[src/rtl/pipeline_pkg.sv]
// Shared constants and helpers for the elastic pipeline_register slice.
// Both the top and the per-stage register module import this package.
package pipeline_pkg;

  localparam int XFER_COUNT_W = 32;

  // Width needed to count 0..stages valid entries.
  function automatic int occ_width(input int stages);
    return $clog2(stages + 1);
  endfunction

endpackage

[src/rtl/pipeline_stage.sv]
// One valid/data register pair of the elastic pipeline.
// A load takes priority over a clear; reset beats both.
module pipeline_stage
  import pipeline_pkg::*;
#(
  parameter int             N           = 1,
  parameter logic [N-1:0]   RESET_VALUE = '0
) (
  input  logic         clk,
  input  logic         rst,
  input  logic         i_load,
  input  logic         i_clear,
  input  logic [N-1:0] i_data,
  output logic         o_valid,
  output logic [N-1:0] o_data
);

  logic         r_valid;
  logic [N-1:0] r_data;

  // Data only moves on a load, so a clear (drain or flush) leaves it intact.
  always_ff @(posedge clk) begin
    if (rst) begin
      r_valid <= 1'b0;
      r_data  <= RESET_VALUE;
    end else if (i_load) begin
      r_valid <= 1'b1;
      r_data  <= i_data;
    end else if (i_clear) begin
      r_valid <= 1'b0;
    end
  end

  assign o_valid = r_valid;
  assign o_data  = r_data;

endmodule

[src/rtl/pipeline_register.sv]
// Elastic STAGES-deep valid/ready pipeline with bubble collapsing, flush and enable.
// Define PIPELINE_REGISTER_COUNT_EN to add the 32-bit xfer_count output-transfer counter.
module pipeline_register
  import pipeline_pkg::*;
#(
  parameter int           N           = 1,
  parameter int           STAGES      = 2,
  parameter logic [N-1:0] RESET_VALUE = '0
) (
  input  logic                          clk,
  input  logic                          rst,
  input  logic                          ena,
  input  logic                          flush,
  input  logic                          in_valid,
  output logic                          in_ready,
  input  logic [N-1:0]                  in_data,
  output logic                          out_valid,
  input  logic                          out_ready,
  output logic [N-1:0]                  out_data,
  output logic [occ_width(STAGES)-1:0]  occupancy
`ifdef PIPELINE_REGISTER_COUNT_EN
  ,
  output logic [XFER_COUNT_W-1:0]       xfer_count
`endif
);

  localparam int OCC_W = occ_width(STAGES);

  logic              w_go;
  logic [STAGES-1:0] w_valid;
  logic [STAGES-1:0] w_ready;
  logic [STAGES-1:0] w_load;
  logic [STAGES-1:0] w_leave;
  logic [STAGES-1:0] w_clear;
  logic [N-1:0]      w_data    [STAGES];
  logic [N-1:0]      w_stageIn [STAGES];

  assign w_go = ena & ~flush;

  // A stage can take an item if it is empty or its own item moves on this cycle.
  always_comb begin
    w_ready = '0;
    w_ready[STAGES-1] = ~w_valid[STAGES-1] | out_ready;
    for (int i = STAGES - 2; i >= 0; i--) begin
      w_ready[i] = ~w_valid[i] | w_ready[i+1];
    end
  end

  for (genvar g = 0; g < STAGES; g++) begin : gStage
    if (g == 0) begin : gHead
      assign w_load[g]    = w_go & in_valid & w_ready[g];
      assign w_stageIn[g] = in_data;
    end else begin : gBody
      assign w_load[g]    = w_go & w_valid[g-1] & w_ready[g];
      assign w_stageIn[g] = w_data[g-1];
    end

    if (g == STAGES - 1) begin : gTail
      assign w_leave[g] = w_go & w_valid[g] & out_ready;
    end else begin : gInner
      assign w_leave[g] = w_go & w_valid[g] & w_ready[g+1];
    end

    assign w_clear[g] = flush | w_leave[g];

    pipeline_stage #(
      .N           (N),
      .RESET_VALUE (RESET_VALUE)
    ) uStage (
      .clk     (clk),
      .rst     (rst),
      .i_load  (w_load[g]),
      .i_clear (w_clear[g]),
      .i_data  (w_stageIn[g]),
      .o_valid (w_valid[g]),
      .o_data  (w_data[g])
    );
  end

  assign in_ready  = w_go & w_ready[0];
  assign out_valid = w_go & w_valid[STAGES-1];
  assign out_data  = w_data[STAGES-1];

  always_comb begin
    occupancy = '0;
    for (int i = 0; i < STAGES; i++) begin
      occupancy = occupancy + OCC_W'(w_valid[i]);
    end
  end

`ifdef PIPELINE_REGISTER_COUNT_EN
  logic [XFER_COUNT_W-1:0] r_xferCount;

  // Counts completed output handshakes; flush deliberately leaves it alone.
  always_ff @(posedge clk) begin
    if (rst) begin
      r_xferCount <= '0;
    end else if (out_valid & out_ready) begin
      r_xferCount <= r_xferCount + XFER_COUNT_W'(1);
    end
  end

  assign xfer_count = r_xferCount;
`else
  // This build carries no output-transfer counter.
`endif

endmodule

[config.mk]
export PLATFORM = sky130hd
export DESIGN_NAME = pipeline_register
export DESIGN_NICKNAME = d
export VERILOG_FILES = /design/src/rtl/pipeline_pkg.sv /design/src/rtl/pipeline_stage.sv /design/src/rtl/pipeline_register.sv
export SDC_FILE = /design/constraint.sdc
export NUM_CORES = 1
export LEC_CHECK = 0
export ABC_CLOCK_PERIOD_IN_PS = 3880
export BUFFER_PORTS_ARGS = -buffer_cell sky130_fd_sc_hd__buf_2
export CORE_AREA = 2 2 39 41
export CTS_CLUSTER_DIAMETER = 200
export CTS_CLUSTER_SIZE = 24
export DETAILED_ROUTE_END_ITERATION = 10
export DIE_AREA = 0 0 41 43
export PLACE_DENSITY_LB_ADDON = 0.08
export SLEW_MARGIN = 20
export SYNTH_ARGS = -nofsm -noshare
export SYNTH_HDL_FRONTEND = slang
export SYNTH_HIERARCHICAL = 1
export SYNTH_SLANG_ARGS = --single-unit
[constraint.sdc]
create_clock -name clk -period 3.88 [get_ports clk]
set_clock_uncertainty 0.2 [all_clocks]
set_input_delay 0.388 -clock clk [delete_from_list [all_inputs] [get_ports clk]]
set_output_delay 0.388 -clock clk [all_outputs]
set_load 0.02 [all_outputs]
# After elaboration in Yosys (flattened, before gate mapping)
# Cells that the tools add are included.
# word_totals
reg_bits	4
in_bits	7
word_cells	26
# classes
n_addsub	1
mux	4
n_bitwise	15
reduce_logical	2
# op_table
op	count
$and 1x1->1	8
$mux 1	4
$or 1x1->1	4
$reduce_bool 2->1	2
$not 1->1	3
$add 1x1->2	1

# Depth between registers and ports, before layout
# logic_depth
ltp_word	7
mapped_depth	4
ltp_nobuf	4

# By module
# Netlist, hierarchy kept.
# modules_own_cells
module	n_inst	cells_each	area_each_um2	seq_area_each_um2
pipeline_stage	2	7	68.8	40.0
pipeline_register	1	12	101.3	0.0

# Least setup slack after synthesis
# No wires, ideal clock.
# synth_path
kind	input-to-output
startpoint	input port flush
endpoint	output port in_ready
t_arrival_ns	0.876
setup_slack_ns	2.416
stages	2
n_path_buf	0
path_cell_list	nand2b_4 -> a21oi_1
# synth_via
elab_chain_len	3
# synth_rtl
element	line	source
start, declared	pipeline_register.sv:13	input logic flush,
$not 1->1	pipeline_register.sv:38	assign w_go = ena & ~flush;
$and 1x1->1	pipeline_register.sv:38	
$and 1x1->1	pipeline_register.sv:80	assign in_ready = w_go & w_ready[0];
end, declared	pipeline_register.sv:15	output logic in_ready,
# No other way between the ends.

# Worst setup path after layout
# layout_path
startpoint	register gStage[0].uStage.r_valid
endpoint	output port occupancy[0]
# layout_via
elab_chain_len	1
# layout_rtl
element	line	source
start, declared	pipeline_stage.sv:18	logic r_valid;
start signal, assigned	pipeline_stage.sv:24	r_valid <= 1'b0;
start signal, assigned	pipeline_stage.sv:27	r_valid <= 1'b1;
start signal, assigned	pipeline_stage.sv:30	r_valid <= 1'b0;
$add 1x1->2	pipeline_register.sv:87	occupancy = occupancy + OCC_W'(w_valid[i]);
end, declared	pipeline_register.sv:20	output logic [occ_width(STAGES)-1:0] occupancy
# No other way between the ends.

==> run summary <==
Height of the die: 43 um
Reg clk slew, reported paths: 40 ps
Core Region: 0.001384 sq mm
Slew Limit Headroom: 84.05%
Largest vdd supply drop: 0.0001258 V
TritonRoute pass-1 iters: 1
Postcts setup bufs: 0
ANT nets after route: 0
Post-CTS resize count: 0
Initial core utilization: 17.27%
DRT iter0 DRCs: 0
Commonest non-fill, non-tap cells in the layout: 11 x buf_2, 4 x inv_1, 4 x dfxtp_1
CTS tree: yes
Slowest-stage cell, CP: dfxtp_1
Die X: 41 um
First-pass GRT wire length: 807 um
Layout cells sized above 1: 47.50%
Hold Buf Count CTS: 0
Max incr delay on CP: 420 ps
Die ar.: 0.001763 sq mm
# Max-Cap Violations: 0
GRT Util Overall: 7.136%
FP Rows: 14
Final HPWL DP: 393.9 um
Sequential fraction of the synthesis area: 33.51%
PortBufs: 11
Drc violations: 0
Power after layout: 0.1072 mW
Register Area: 80.08 sq um
Synthesized Nets: 34
Fmax: 0.6045 GHz
Syn Area/Cell: 9.192 sq um
Htree depth: 1
Total grt overflow: 0
Buffer levels on the longest clock path: 2
Final setup fails: 0
Area grow syn2layout: 40.84%
Filler cells: 156
Vias in the first global route: 205
WP data required: 3290 ps
Power Density: 318.5 mW/mm^2
Num ports: 12
Static Leak: 0.1506 nW
GPL Wtd Cong: 0.6011
Clock Tree Root: clkbuf_4
Number of distinct library cells after synthesis: 14
Critical path peak fanout: 6
Status: completed
Final Hold Viols: 0
Element type at the critical path end: primary output
Clock Sinks: 4
Via count: 211
Startpoint Class: flop
Slew @ Worst Pin: 238.9 ps
WL per Instance: 8.482 um
RSZ-0062 raised after global routing: no
Crit path DAT: 1070 ps
WS Path Type: flop to primary output
CTS buffer count: 3
N_diodes: 0
Vias per std cell: 3.768
Most common cell after layout, fill and taps aside: buf_2
Clock Latency Late Sink: 230 ps
Mapped Cells: 26
Fin crit share: 42.63%
Worst hold margin: 167.3 ps
Min cycle time layout: 1654 ps
Max-slew violations: 0
Largest net degree at the start of global routing: 7
Critical Path, Cell by Cell: ha_1 > buf_2
HP Class: primary input to flop
Total Wirelength: 475 um
Mapped cell area: 239.0 sq um
Synth Warn #: 6
# nets final: 50
Setup TNS: 0 ps
Initial antenna violation count: 0
Area of the multi-input gates: 143.9 sq um
#FFs+latches synth: 4
[layout make-up]
class / count / area share [%]
Sequential cell: 4 / 23.79
Clock buffer: 3 / 6.691
Multi-Input combinational cell: 18 / 42.75
Timing Repair Buffer: 11 / 16.36
Tap cell: 16 / 5.948
Inverter: 4 / 4.461
[kinds of logic (layout without fill, tap and decap cells)]
| group | count (synthesis) | count (layout) | synth area share (%) |
|---|---|---|---|
| compound gates | 6 | 6 | 18.32 |
| fa+ha+maj | 1 | 1 | 5.235 |
| buf+inv | 4 | 18 | 6.281 |
| flops | 4 | 4 | 33.51 |
| mux | 2 | 2 | 8.377 |
| simple gates | 9 | 9 | 28.27 |
[cell usage after synthesis (all sizes together)]
cell type,number,share of area (%)
a211oi,1,5.2
a21oi,3,6.3
a31o,1,3.7
dfxtp,4,34
ha,1,5.2
inv,4,6.3
mux2i,2,8.4
nand2,1,1.6
nand2b,3,11
nor2,3,4.7
nor2b,1,5.8
nor3b,1,5.2
o21bai,1,3.1
[report_power, final]
group	internal, mW	leakage, nW	switching (mW)
Clock	0.0345	0.0138	0.0161
Sequential	0.0422	0.0324	0.000936
Combinational	0.00663	0.104	0.00674
Total	0.0834	0.151	0.0238
[stage by stage]
stage	cell area [sq um]	cells	setup WS, ps	util (%)
4_1_cts	336.6	56	2207	24.32
3_5_place_dp	314.1	53	2361	22.69
6_report	336.6	56	2226	24.32
2_1_floorplan	239.0	26	2416	-
3_3_place_gp	314.1	53	2365	22.69
5_1_grt	336.6	56	2155	24.32
[routing by layer]
layer / global-route usage [%] / vias to the layer above / part of all wire (%)
met5: 0 / - / 0
met4: 8.000 / 0 / 0
met3: 3.141 / 0 / 9.5
met2: 9.375 / 9 / 46
met1: 7.419 / 87 / 44
li1: - / 115 / -
[state kept, by name, summed over array words and instances (netlist names)]
name                   cells
gStage.uStage/o_valid      2
gStage.uStage/o_data       2
[worst paths after layout]
path | end | cells past startpoint | start | slack [ps]
max | occupancy[0] | 2 | gStage[0].uStage/o_valid | 2230
min | gStage[1].uStage/o_valid | 2 | rst | 170
max reg2reg | gStage[0].uStage/o_data | 4 | gStage[1].uStage/o_valid | 2550
min reg2reg | gStage[1].uStage/o_data | 2 | gStage[0].uStage/o_data | 290
[critical path: cells and delay by family, from the launching register on]
| kind | cells | cell delay, ps |
|---|---|---|
| flip-flops | 1 | 420 |
| buffers and inverters | 1 | 160 |
| adder cells (fa/ha/maj) | 1 | 260 |
No activity file was read; power rests on OpenSTA's default activity.
